<file path="config.mk">
export PLATFORM = sky130hd
export DESIGN_NAME = imm_parser
export DESIGN_NICKNAME = d
export VERILOG_FILES = /design/src/rtl/imm_parser_pkg.sv /design/src/rtl/imm_parser.sv
export SDC_FILE = /design/constraint.sdc
export NUM_CORES = 1
export LEC_CHECK = 0
export CAP_MARGIN = 10
export CORE_AREA = 2 2 115 117
export CTS_CLUSTER_SIZE = 28
export DETAILED_ROUTE_END_ITERATION = 8
export DIE_AREA = 0 0 117 119
export GPL_TIMING_DRIVEN = 0
export PLACE_DENSITY = 0.75
export SLEW_MARGIN = 20
export SYNTH_ARGS = -nofsm -noshare
export SYNTH_HDL_FRONTEND = slang
export SYNTH_SLANG_ARGS = --single-unit
</file>
<file path="constraint.sdc">
create_clock -name clk_in -period 7.8 [get_ports clk_in]
set_clock_uncertainty 0.1 [all_clocks]
set_input_delay 1.56 -clock clk_in [delete_from_list [all_inputs] [get_ports clk_in]]
set_output_delay 1.56 -clock clk_in [all_outputs]
set_load 0.02 [all_outputs]
</file>
<file path="src/rtl/imm_parser_pkg.sv">
// rtl/imm_parser_pkg.sv - FSM state type and ASCII classification helpers for imm_parser
package imm_parser_pkg;

    typedef enum logic [2:0] {
        IDLE,
        SIGN,
        ZERO,
        HEX,
        DEC,
        DONE,
        ERR
    } imm_parser_state;

    function automatic logic is_delim(input logic [7:0] c);
        return (c == 8'h20) || (c == 8'h2C) || (c == 8'h28) || (c == 8'h29) ||
               (c == 8'h0A) || (c == 8'h0D) || (c == 8'h00);
    endfunction

    function automatic logic is_num(input logic [7:0] c);
        return (c >= 8'h30) && (c <= 8'h39);
    endfunction

    function automatic logic is_hex_digit(input logic [7:0] c);
        return is_num(c) || ((c >= 8'h61) && (c <= 8'h66)) || ((c >= 8'h41) && (c <= 8'h46));
    endfunction

    function automatic logic [3:0] ascii_to_hex(input logic [7:0] c);
        logic [7:0] v;
        if (is_num(c))
            v = c - 8'h30;
        else if (c >= 8'h61)
            v = c - 8'h57;
        else
            v = c - 8'h37;
        return v[3:0];
    endfunction

endpackage

</file>
<file path="src/rtl/imm_parser.sv">
// rtl/imm_parser.sv - streaming signed decimal / 0x-hex literal parser; IMM_PARSER_RANGE_CHECK_EN enables overflow checks
module imm_parser
    import imm_parser_pkg::*;
#(
    parameter int IMM_WIDTH = 32
) (
    input  logic                 clk_in,
    input  logic                 rst_n_in,
    input  logic                 start_in,
    input  logic [7:0]           char_in,
    input  logic                 char_valid_in,
    output logic                 char_ready_out,
    output logic [IMM_WIDTH-1:0] imm_out,
    output logic                 imm_valid_out,
    output logic                 error_out,
    output logic [7:0]           term_char_out
);

    imm_parser_state state, state_nx;

    logic [IMM_WIDTH-1:0] acc, imm_q, dec_next, hex_next, result;
    logic                 neg, seen_minus;
    logic [7:0]           hex_cnt, term_pend, term_q;
    logic                 xfer, delim, num, hexd, minus;
    logic [3:0]           digit;
    logic                 hex_ovf, dec_ovf, neg_ovf;

    assign xfer     = char_valid_in && char_ready_out;
    assign delim    = is_delim(char_in);
    assign num      = is_num(char_in);
    assign hexd     = is_hex_digit(char_in);
    assign minus    = (char_in == 8'h2D);
    assign digit    = ascii_to_hex(char_in);
    assign hex_next = {acc[IMM_WIDTH-5:0], digit};
    assign result   = neg ? (~acc + 1'b1) : acc;

`ifdef IMM_PARSER_RANGE_CHECK_EN
    localparam logic [IMM_WIDTH-1:0] NEG_LIMIT = {1'b1, {(IMM_WIDTH-1){1'b0}}};
    logic [IMM_WIDTH+3:0] dec_wide;
    // Four extra bits hold any carry out of acc*10+9
    assign dec_wide = ({4'b0, acc} << 3) + ({4'b0, acc} << 1) + (IMM_WIDTH+4)'(digit);
    assign dec_next = dec_wide[IMM_WIDTH-1:0];
    assign dec_ovf  = |dec_wide[IMM_WIDTH+3:IMM_WIDTH];
    assign hex_ovf  = (hex_cnt >= 8'(IMM_WIDTH/4));
    assign neg_ovf  = neg && (acc > NEG_LIMIT);
`else
    assign dec_next = (acc << 3) + (acc << 1) + IMM_WIDTH'(digit);
    assign dec_ovf  = 1'b0;
    assign hex_ovf  = 1'b0;
    assign neg_ovf  = 1'b0;
`endif

    always_ff @(posedge clk_in or negedge rst_n_in) begin
        if (!rst_n_in)
            state <= IDLE;
        else
            state <= state_nx;
    end

    always_comb begin
        state_nx = state;
        if (start_in) begin
            state_nx = SIGN;
        end else begin
            case (state)
                SIGN: if (xfer) begin
                    if (minus && !seen_minus) state_nx = SIGN;
                    else if (char_in == 8'h30) state_nx = ZERO;
                    else if (num)              state_nx = DEC;
                    else                       state_nx = ERR;
                end
                ZERO: if (xfer) begin
                    if ((char_in == 8'h78) || (char_in == 8'h58)) state_nx = HEX;
                    else if (num)   state_nx = DEC;
                    else if (delim) state_nx = DONE;
                    else            state_nx = ERR;
                end
                HEX: if (xfer) begin
                    if (hexd && !hex_ovf)                           state_nx = HEX;
                    else if (delim && (hex_cnt != 8'd0) && !neg_ovf) state_nx = DONE;
                    else                                            state_nx = ERR;
                end
                DEC: if (xfer) begin
                    if (num && !dec_ovf)      state_nx = DEC;
                    else if (delim && !neg_ovf) state_nx = DONE;
                    else                      state_nx = ERR;
                end
                DONE, ERR: state_nx = IDLE;
                default:   state_nx = state;
            endcase
        end
    end

    always_ff @(posedge clk_in or negedge rst_n_in) begin
        if (!rst_n_in) begin
            acc        <= '0;
            neg        <= 1'b0;
            seen_minus <= 1'b0;
            hex_cnt    <= 8'd0;
            term_pend  <= 8'd0;
        end else if (start_in) begin
            acc        <= '0;
            neg        <= 1'b0;
            seen_minus <= 1'b0;
            hex_cnt    <= 8'd0;
        end else if (xfer) begin
            case (state)
                SIGN: begin
                    if (minus && !seen_minus) begin
                        neg        <= 1'b1;
                        seen_minus <= 1'b1;
                    end else if (num) begin
                        acc <= IMM_WIDTH'(digit);
                    end
                end
                ZERO: if (num) acc <= IMM_WIDTH'(digit);
                HEX: if (hexd) begin
                    acc <= hex_next;
                    if (hex_cnt != 8'hFF) hex_cnt <= hex_cnt + 8'd1;
                end
                DEC: if (num) acc <= dec_next;
                default: ;
            endcase
            if ((state_nx == DONE) || (state_nx == ERR)) term_pend <= char_in;
        end
    end

    // Visible registers only follow a pulse that start_in did not suppress
    always_ff @(posedge clk_in or negedge rst_n_in) begin
        if (!rst_n_in) begin
            imm_q  <= '0;
            term_q <= 8'd0;
        end else begin
            if (imm_valid_out) imm_q <= result;
            if (imm_valid_out || error_out) term_q <= term_pend;
        end
    end

    always_comb begin
        imm_valid_out  = (state == DONE) && !start_in;
        error_out      = (state == ERR) && !start_in;
        char_ready_out = ((state == SIGN) || (state == ZERO) || (state == HEX) || (state == DEC)) && !start_in;
        imm_out        = imm_valid_out ? result : imm_q;
        term_char_out  = (imm_valid_out || error_out) ? term_pend : term_q;
    end

endmodule

</file>
### Yosys cells after proc, flatten, opt, wreduce, memory -nomap -nowiden

Cells that the tools add are included.

| operators by class | value |
|---|---|
| add/subtract/negate cells | 7 |
| magnitude comparators | 6 |
| equal/unequal tests | 22 |
| muxes and demuxes | 35 |
| bitwise operators | 2 |
| reductions and logical operators | 39 |

Operators with widths:

| kind | number |
|---|---|
| two-way mux 32 bit | 8 |
| one-hot mux 32 bit (4 select lines) | 1 |
| == test 8 x 6 -> 1 bit (second input constant) | 6 |
| two-way mux 8 bit | 6 |
| adder 32 x 1 -> 32 bit (second input constant) | 1 |
| adder 32 bit | 1 |
| adder 32 x 4 -> 32 bit | 1 |
| NOT 32 bit | 1 |
| two-way mux 3 bit | 9 |
| == test 8 x 4 -> 1 bit (second input constant) | 2 |
| == test 8 x 7 -> 1 bit (second input constant) | 2 |
| >= comparator 8 x 7 -> 1 bit (second input constant) | 2 |
| less-or-equal comparator 8 x 7 -> 1 bit (second input constant) | 2 |
| == test 3 bit (second input constant) | 5 |
| one-hot mux 3 bit (5 select lines) | 1 |
| logical OR 1 bit | 14 |
| nonzero test 2 bit | 6 |
| logical AND 1 bit | 9 |
| != test 3 bit (second input constant) | 3 |
| adder 8 x 1 -> 8 bit (second input constant) | 1 |
| >= comparator 8 x 6 -> 1 bit (second input constant) | 1 |
| less-or-equal comparator 8 x 6 -> 1 bit (second input constant) | 1 |
| logical NOT 8 bit | 1 |
| two-way mux 2 bit | 4 |
| other kinds (15) | 23 |

| word-level totals | value |
|---|---|
| bits in registers | 92 |
| output and inout bits | 43 |

### Longest topological paths before layout

Gate-level depths: netlist of run 1.

| depth | value |
|---|---|
| depth in word-level cells | 16 |
| mapped depth | 18 |
| mapped depth without buffers | 18 |

### Worst setup path after synthesis of run 1

Ideal clock, no wire load.

| timing | value |
|---|---|
| path type | in2reg |
| from | in char_in[0] |
| to | reg acc[30] |
| setup time | 0.125 ns |
| data arrival time | 5.208 ns |
| required time | 7.575 ns |
| path slack | 2.368 ns |
| cell stages on the path | 18 |
| cells stage by stage | inv_1 ha_1 o21bai_1 a2111oi_4 nand2b_1 xnor2_1 ha_1 ha_1 inv_1 fa_1 nand2b_1 a21oi_1 o21ai_0 a311oi_1 a211oi_2 o21ai_0 mux2i_1 nand2_1 |

| between the ends | value |
|---|---|
| cells in the longest elaborated chain, start to end | 8 |
| elaborated cells between the ends (all ways) | 29 |

Ends and longest elaborated chain:

| element | line | text |
|---|---|---|
| start: declaration | imm_parser.sv:10 | `input logic [7:0] char_in,` |
| >= comparator 8 x 7 -> 1 bit, or another cell as far along | imm_parser_pkg.sv:24, imm_parser_pkg.sv:31 |  |
| two-way mux 4 bit or logical AND 1 bit (tied branches) | imm_parser_pkg.sv:31, imm_parser_pkg.sv:20 |  |
| two-way mux 4 bit | imm_parser_pkg.sv:29 | `if (is_num(c))` |
| adder 32 x 4 -> 32 bit | imm_parser.sv:47 | `assign dec_next = (acc << 3) + (acc << 1) + IMM_WIDTH'(digit);` |
| two-way mux 32 bit | imm_parser.sv:121 | `DEC: if (num) acc <= dec_next;` |
| one-hot mux 32 bit (4 select lines) | imm_parser.sv:107 | `case (state)` |
| two-way mux 32 bit | imm_parser.sv:106 | `end else if (xfer) begin` |
| two-way mux 32 bit | imm_parser.sv:101 | `end else if (start_in) begin` |
| end signal: assignment | imm_parser.sv:113 | `acc <= IMM_WIDTH'(digit);` |
| end signal: assignment | imm_parser.sv:116 | `ZERO: if (num) acc <= IMM_WIDTH'(digit);` |
| end signal: assignment | imm_parser.sv:121 |  |
| end: declaration | imm_parser.sv:21 | `logic [IMM_WIDTH-1:0] acc, imm_q, dec_next, hex_next, result;` |

Parallel ways exist; a longest one is shown, timed or not. The select of a mux whose other input is x is not followed.
A chain may end at the register's enable or synchronous reset.

### Worst setup path in the final report of run 1

| timing | value |
|---|---|
| from | in char_in[0] |
| to | reg acc[29] |

Same word-level chain as after synthesis.

==> results of run 1 <==
-- placed cells by master, fill, tap and decap left out, drive strengths merged, types with 4 or more instances in the layout --
cell type / count
a22oi: 6
a211o: 4
nand2: 39
nor2: 68
a21o: 17
nor2b: 5
o41ai: 4
o211ai: 7
nand3: 23
nand4: 6
dfrtp: 92
mux2i: 7
mux2: 19
o21ai: 42
a31o: 10
clkbuf: 37
or4: 4
a31oi: 17
buf: 8
o21a: 5
ha: 66
o21bai: 4
xnor2: 20
and3: 17
inv: 15
clkdlybuf4s50: 51
nor3: 14
xor2: 45
o221ai: 5
or3: 9
o31ai: 11
and2: 4
a21oi: 67
nand2b: 13
nor4: 5
-- metal layers --
| layer | global-route usage (%) | vias to the layer above | wire length [um] |
|---|---|---|---|
| li1 | - | 2873 | - |
| met2 | 42.2 | 205 | 8480 |
| met4 | 7.28 | 0 | 300 |
| met3 | 3.72 | 33 | 845 |
| met1 | 35.8 | 2973 | 7900 |
| met5 | 0 | - | 0 |
-- logic make-up (layout without fill, tap and decap cells) --
family          Yosys count  after routing
flops                    92             92
compound gates          222            222
buf+inv                  50            118
xor+xnor                 65             65
simple gates            220            220
mux                      26             26
fa+ha+maj                67             67
-- sequential cells by signal, summed over array words and instances, names as in the netlist --
signal / flops
acc: 32
hex_cnt: 8
imm_q: 32
seen_minus: 1
state: 3
term_pend: 8
term_q: 8
-- worst max path at each step --
stage	startpoint	to	slack, ns	cells past startpoint
after floorplan	char_in[0]	acc[30]	2.37	18
after global placement	char_in[0]	acc[30]	0.93	19
after detailed placement	char_in[0]	acc[30]	0.83	19
after CTS	char_in[0]	acc[29]	1.15	18
after global routing	char_in[1]	acc[27]	0.57	18
final	char_in[0]	acc[29]	1.07	18
-- final cells by class --
| cell class | instances | area share [%] |
|---|---|---|
| inverter | 16 | 0.763 |
| multi-input combinational | 600 | 54.9 |
| tap | 176 | 2.80 |
| clock buffer | 9 | 2.86 |
| clock inverter | 6 | 0.843 |
| timing repair buffer | 53 | 6.93 |
| sequential | 92 | 29.3 |
| buffer | 34 | 1.65 |
-- power groups by stage --
stage                     combinational, mW  sequential, mW  clock [mW]
after CTS                             0.619           0.639       0.433
after global routing                  0.661           0.651       0.452
final                                 0.618           0.638       0.429
after detailed placement              0.615           0.648           0
after floorplan                       0.337           0.632           0
after global placement                0.602           0.639           0
-- critical path: stages --
cell	delay, ns
clkdlybuf4s50_1	0.54
inv_1	0.18
ha_1	0.23
o21bai_1	0.14
a2111oi_4	0.66
a31oi_1	0.11
xnor2_1	0.30
xor2_1	0.30
inv_1	0.09
ha_1	0.31
a211o_1	0.29
o211ai_1	0.18
a2111oi_0	0.19
o21ai_0	0.59
o21ai_0	0.33
a41oi_1	0.47
mux2i_1	0.28
nand2_1	0.08
==> results.toml, run 1 <==
[run_status]
status = "completed"

[grt]
grt.total_usage_pct = 25.9
grt_pass1_wl_um = 29200
grt_start_max_net_pins = 58
grt_pass1_vias = 6021
gr-total-overflow = 0
antenna_found_initial = 0

[floorplanning]
rows = 42
io_pins = 55
die_height_um = 119
die_area_mm2 = 0.0139
start_util_pct = 52.9
core_region_area_mm2 = 0.0129
die_w_um = 117

[logic_synthesis]
synth_edf_count = 0
yosysMostFrequentCell = "dfrtp_1"
synthAdderAreaFrac_pct = 12.4
syn_avg_cell_area_um2 = 9.18
synth_area_leader_cell = "dfrtp_1"
syn-num-nets = 821
synth_top_family_by_area = "compound AO/OA/AOI/OAI gates"
ys_ff_latch = 92
yosysSeqAreaShare_pct = 33.8
synth.area.top_cells = "dfrtp_1, ha_1, xor2_1, a21oi_1, nor2_1"
synth_compound_area_share_pct = 21.9
postSynth.asyncResetShare_pct = 100
synthFlopType = "dfrtp_1"
synth-xor-area-share_pct = 8.36
yosysTopAreaCellShare_pct = 33.8
synth_common_cells = "dfrtp_1, nor2_1, a21oi_1, ha_1, xor2_1"
yosysWarnings = 0
synth_cells = 742
synthSimpleGateAreaFrac_pct = 16.5
netlist_area_mm2 = 0.00681
synth_cell_types = 68
synthMuxAreaShare_pct = 4.17

[sta]
fin_crit_sh_pct = 86.3
setup_ws_ns = 1.07
relSlewSlack_pct = 51.6
hold_viol = 0
setup_viol = 0
worst_slew_pin_slew_ns = 0.721
clock.fmax_mhz = 148
rsz0062_at_grt = "no"
hold_slack_ns = 0.399
slew_viol_final = 0
period_minus_slack_ns = 6.73
final.setup.tns_ns = 0

[worst_hold_path]
min_path_cells = 1
hold_path.class = "reg2reg"
whs_endpoint = "term_q[7]"
min_from = "term_q[7]"

[critical_path]
path_max_fanout = 9
r2r-end = "acc[29]"
critPathCaptureType = "register"
cp-start-kind = "primary input"
cp.required_ns = 7.92
reg2reg_from = "acc[2]"
cp.arrival_ns = 6.86
rrSetupSlack_ns = 3.62
path_class = "in2reg"
r2r_cells = 12

[placed_design]
port_buffers = 52
post-place-ws_ns = 0.827
gp_congestion = 0.924
dp_hpwl_um = 13100
placedCellCount = 971
dpl_cell_area_mm2 = 0.00758

[layout]
fillers = 1120
drive_above_1_share_pct = 8.02
antennaDiodeCount = 0
syn2layout_area_growth_pct = 15.5
nets = 885
final_cells = 986
post-route-cell-area_mm2 = 0.00787
final_core_util_pct = 61.1
multi_input_area_mm2 = 0.00432
register_area_mm2 = 0.00230

[detailed_routing]
drc = 0
drt_iter0_drc = 480
wire_per_inst_um = 17.8
ant_nets = 0
viasPerCell = 6.17
drtPass1Iterations = 5
routed-via-count = 6084
wirelength_um = 17500

[power]
p_seq_share_pct = 37.9
power.share.switching_pct = 33.7
p_int_mw = 1.12
power.density_cell_area_mw_per_mm2 = 214
power_frac_clock_pct = 25.5
combPwrFrac_pct = 36.7
ir_drop_uv = 237
power.switching_uw = 568
leakage_nw = 3.75
p_total_mw = 1.69

[flow_run]
cap_violations = 0

[clock_tree]
cts_tree = "done"
clkLatencyLatePin_ns = 0.34
cts_resized = 0
hold_buffers = 0
post-cts-setup-buffers = 0
cts_buffer_depth = 2
root_buffer = "clkbuf_16"
numClockSinks = 92
cts_buffers = 9
cts.clk_slew.worst_paths_ns = 0.06
htreeDepth = 3
Note: power is estimated with default switching activity, not from simulation.
==> run 2: changes to the inputs <==
ABC_AREA = 1   (was default)
CORE_AREA = 2 2 119 121   (was 2 2 115 117)
DIE_AREA = 0 0 121 123   (was 0 0 117 119)
==> results.toml, run 2 <==
[logic_synthesis]
synth_compound_area_share_pct = 15.1
yosysSeqAreaShare_pct = 31.3
netlist_area_mm2 = 0.00735
synth.area.top_cells = "dfrtp_1, nand2_1, ha_1, o21ai_0, inv_1"
synthMuxAreaShare_pct = 1.22
syn-num-nets = 1126
yosysTopAreaCellShare_pct = 31.3
synth_area_leader_cell = "dfrtp_1"
synth-xor-area-share_pct = 4.17
yosysMostFrequentCell = "nand2_1"
yosysWarnings = 0
synth_edf_count = 0
synthFlopType = "dfrtp_1"
synthAdderAreaFrac_pct = 11.5
ys_ff_latch = 92
postSynth.asyncResetShare_pct = 100
synth_cells = 1047
synth_top_family_by_area = "simple AND/OR/NAND/NOR gates"
synth_common_cells = "nand2_1, inv_1, o21ai_0, dfrtp_1, nor2_1"
synth_cell_types = 48
syn_avg_cell_area_um2 = 7.02
synthSimpleGateAreaFrac_pct = 29.6

[layout]
layout_common_cells = "nand2_1, inv_1, o21ai_0"
nets = 1192
fillers = 1279
register_area_mm2 = 0.00230
multi_input_area_mm2 = 0.00453
reg_top3 = "acc (32), imm_q (32)"
syn2layout_area_growth_pct = 14.9
antennaDiodeCount = 0
final_cells = 1298
drive_above_1_share_pct = 5.28
final_common_cell = "nand2_1"

[critical_path]
cp-start-kind = "primary input"
path_class = "in2out"
critPathCaptureType = "output pin"
cp.required_ns = 6.14
cp.arrival_ns = 4.55
path_max_fanout = 10

[floorplanning]
io_pins = 55
die_w_um = 121
die_height_um = 123
core_region_area_mm2 = 0.0136
start_util_pct = 54.0
die_area_mm2 = 0.0149
rows = 43

[sta]
rsz0062_at_grt = "no"
setup_viol = 0
relSlewSlack_pct = 35.7
hold_viol = 0
worst_slew_pin_slew_ns = 0.959
period_minus_slack_ns = 6.21
clock.fmax_mhz = 161
final.setup.tns_ns = 0
fin_crit_sh_pct = 79.6
slew_viol_final = 0

[grt]
gr-total-overflow = 0
grt_pass1_wl_um = 32100
antenna_found_initial = 0
grt.total_usage_pct = 27.3
grt_start_max_net_pins = 48
grt_pass1_vias = 6694

[power]
power.density_cell_area_mw_per_mm2 = 217
p_total_mw = 1.83
leakage_nw = 4.35
ir_drop_uv = 184

[detailed_routing]
drc = 0
drt_iter0_drc = 545
drtPass1Iterations = 7
wirelength_um = 19400
viasPerCell = 5.43
wire_per_inst_um = 14.9
ant_nets = 0
routed-via-count = 7042

[clock_tree]
hold_buffers = 0
cts_buffers = 9
cts.clk_slew.worst_paths_ns = 0.06
numClockSinks = 92
cts_tree = "done"
htreeDepth = 3
root_buffer = "clkbuf_16"
post-cts-setup-buffers = 0
clkLatencyLatePin_ns = 0.35
cts_buffer_depth = 2
cts_resized = 0

[placed_design]
dp_hpwl_um = 15400
port_buffers = 54
placedCellCount = 1282
gp_congestion = 0.970

[run_status]
status = "completed"

[worst_hold_path]
hold_path.class = "reg2reg"

[flow_run]
cap_violations = 0
==> run 2: kinds of logic after synthesis <==
group | after synthesis
and+or+nand+nor | 509
adders and majority gates | 67
DFF | 92
xor gates and xnor gates | 35
muxes | 8
buffers and inverters | 135
AOI/OAI and AO/OA | 201
==> run 2: routing by layer <==
metal | global-route usage, % | part of all wire, %
met2 | 44.0 | 45
met5 | 0 | 0
met1 | 37.4 | 47
met3 | 4.34 | 5.1
met4 | 9.67 | 2.7
==> run 2: per-stage QoR <==
| stage | hold WS, ns | instance area [um2] | utilization (%) | worst slack (ns) |
|---|---|---|---|---|
| global route | 0.398 | 8450 | 62.1 | 1.41 |
| finish | 0.371 | 8450 | 62.1 | 1.59 |
| floorplan | 0.336 | 7350 | - | 2.97 |
| CTS | 0.373 | 8450 | 62.1 | 1.60 |
| global placement | 0.353 | 8120 | 59.7 | 1.61 |
| detailed placement | 0.357 | 8150 | 59.9 | 1.60 |
==> run 2: cell type report <==
| cell class | instances | area share [%] |
|---|---|---|
| buffer | 23 | 1.24 |
| inverter | 112 | 4.97 |
| clock buffer | 13 | 3.08 |
| multi-input combinational | 820 | 53.6 |
| clock inverter | 3 | 0.518 |
| sequential | 92 | 27.2 |
| tap | 180 | 2.66 |
| timing repair buffer | 55 | 6.73 |
==> run 2: path summary, 6_finish.rpt <==
path,from,endpoint,slack [ns],cells after the start
hold reg to reg,term_pend[6],term_pend[6],0.37,2
max in group asynchronous,rst_n_in,term_q[6],5.98,2
setup reg to reg,acc[0],acc[22],4.78,14
setup / recovery,start_in,imm_out[0],1.59,7
hold / removal,term_pend[6],term_pend[6],0.37,2
min in group asynchronous,rst_n_in,imm_q[3],1.03,1
==> run 2: power by group <==
| part | total (mW) | internal [mW] | switching, mW |
|---|---|---|---|
| sequential | 0.631 | 0.587 | 0.0442 |
| clock | 0.456 | 0.267 | 0.189 |
| combinational | 0.747 | 0.295 | 0.451 |
==> run 2: worst max-delay path, cell delays in order <==
cell and delay (ns):
clkdlybuf4s50_1 0.52, nor3_2 0.81, inv_1 0.15, buf_2 0.23
clkbuf_1 0.28, o21ai_0 0.33, clkdlybuf4s50_1 0.66
==> run 3: changes to the inputs <==
clock period = 5.86 ns   (was 7.8 ns; I/O delays follow)
==> results of run 3 <==
The final DEF is identical to that of run 2. Status: completed.
Main changes from that run: setup slack after placement 1.60 ns -> 0.371 ns; setup slack after layout 1.59 ns -> 0.429 ns; register-to-register setup slack 4.78 ns -> 2.84 ns; total power 1.83 mW -> 2.44 mW; worst IR drop on VDD 184 uV -> 245 uV
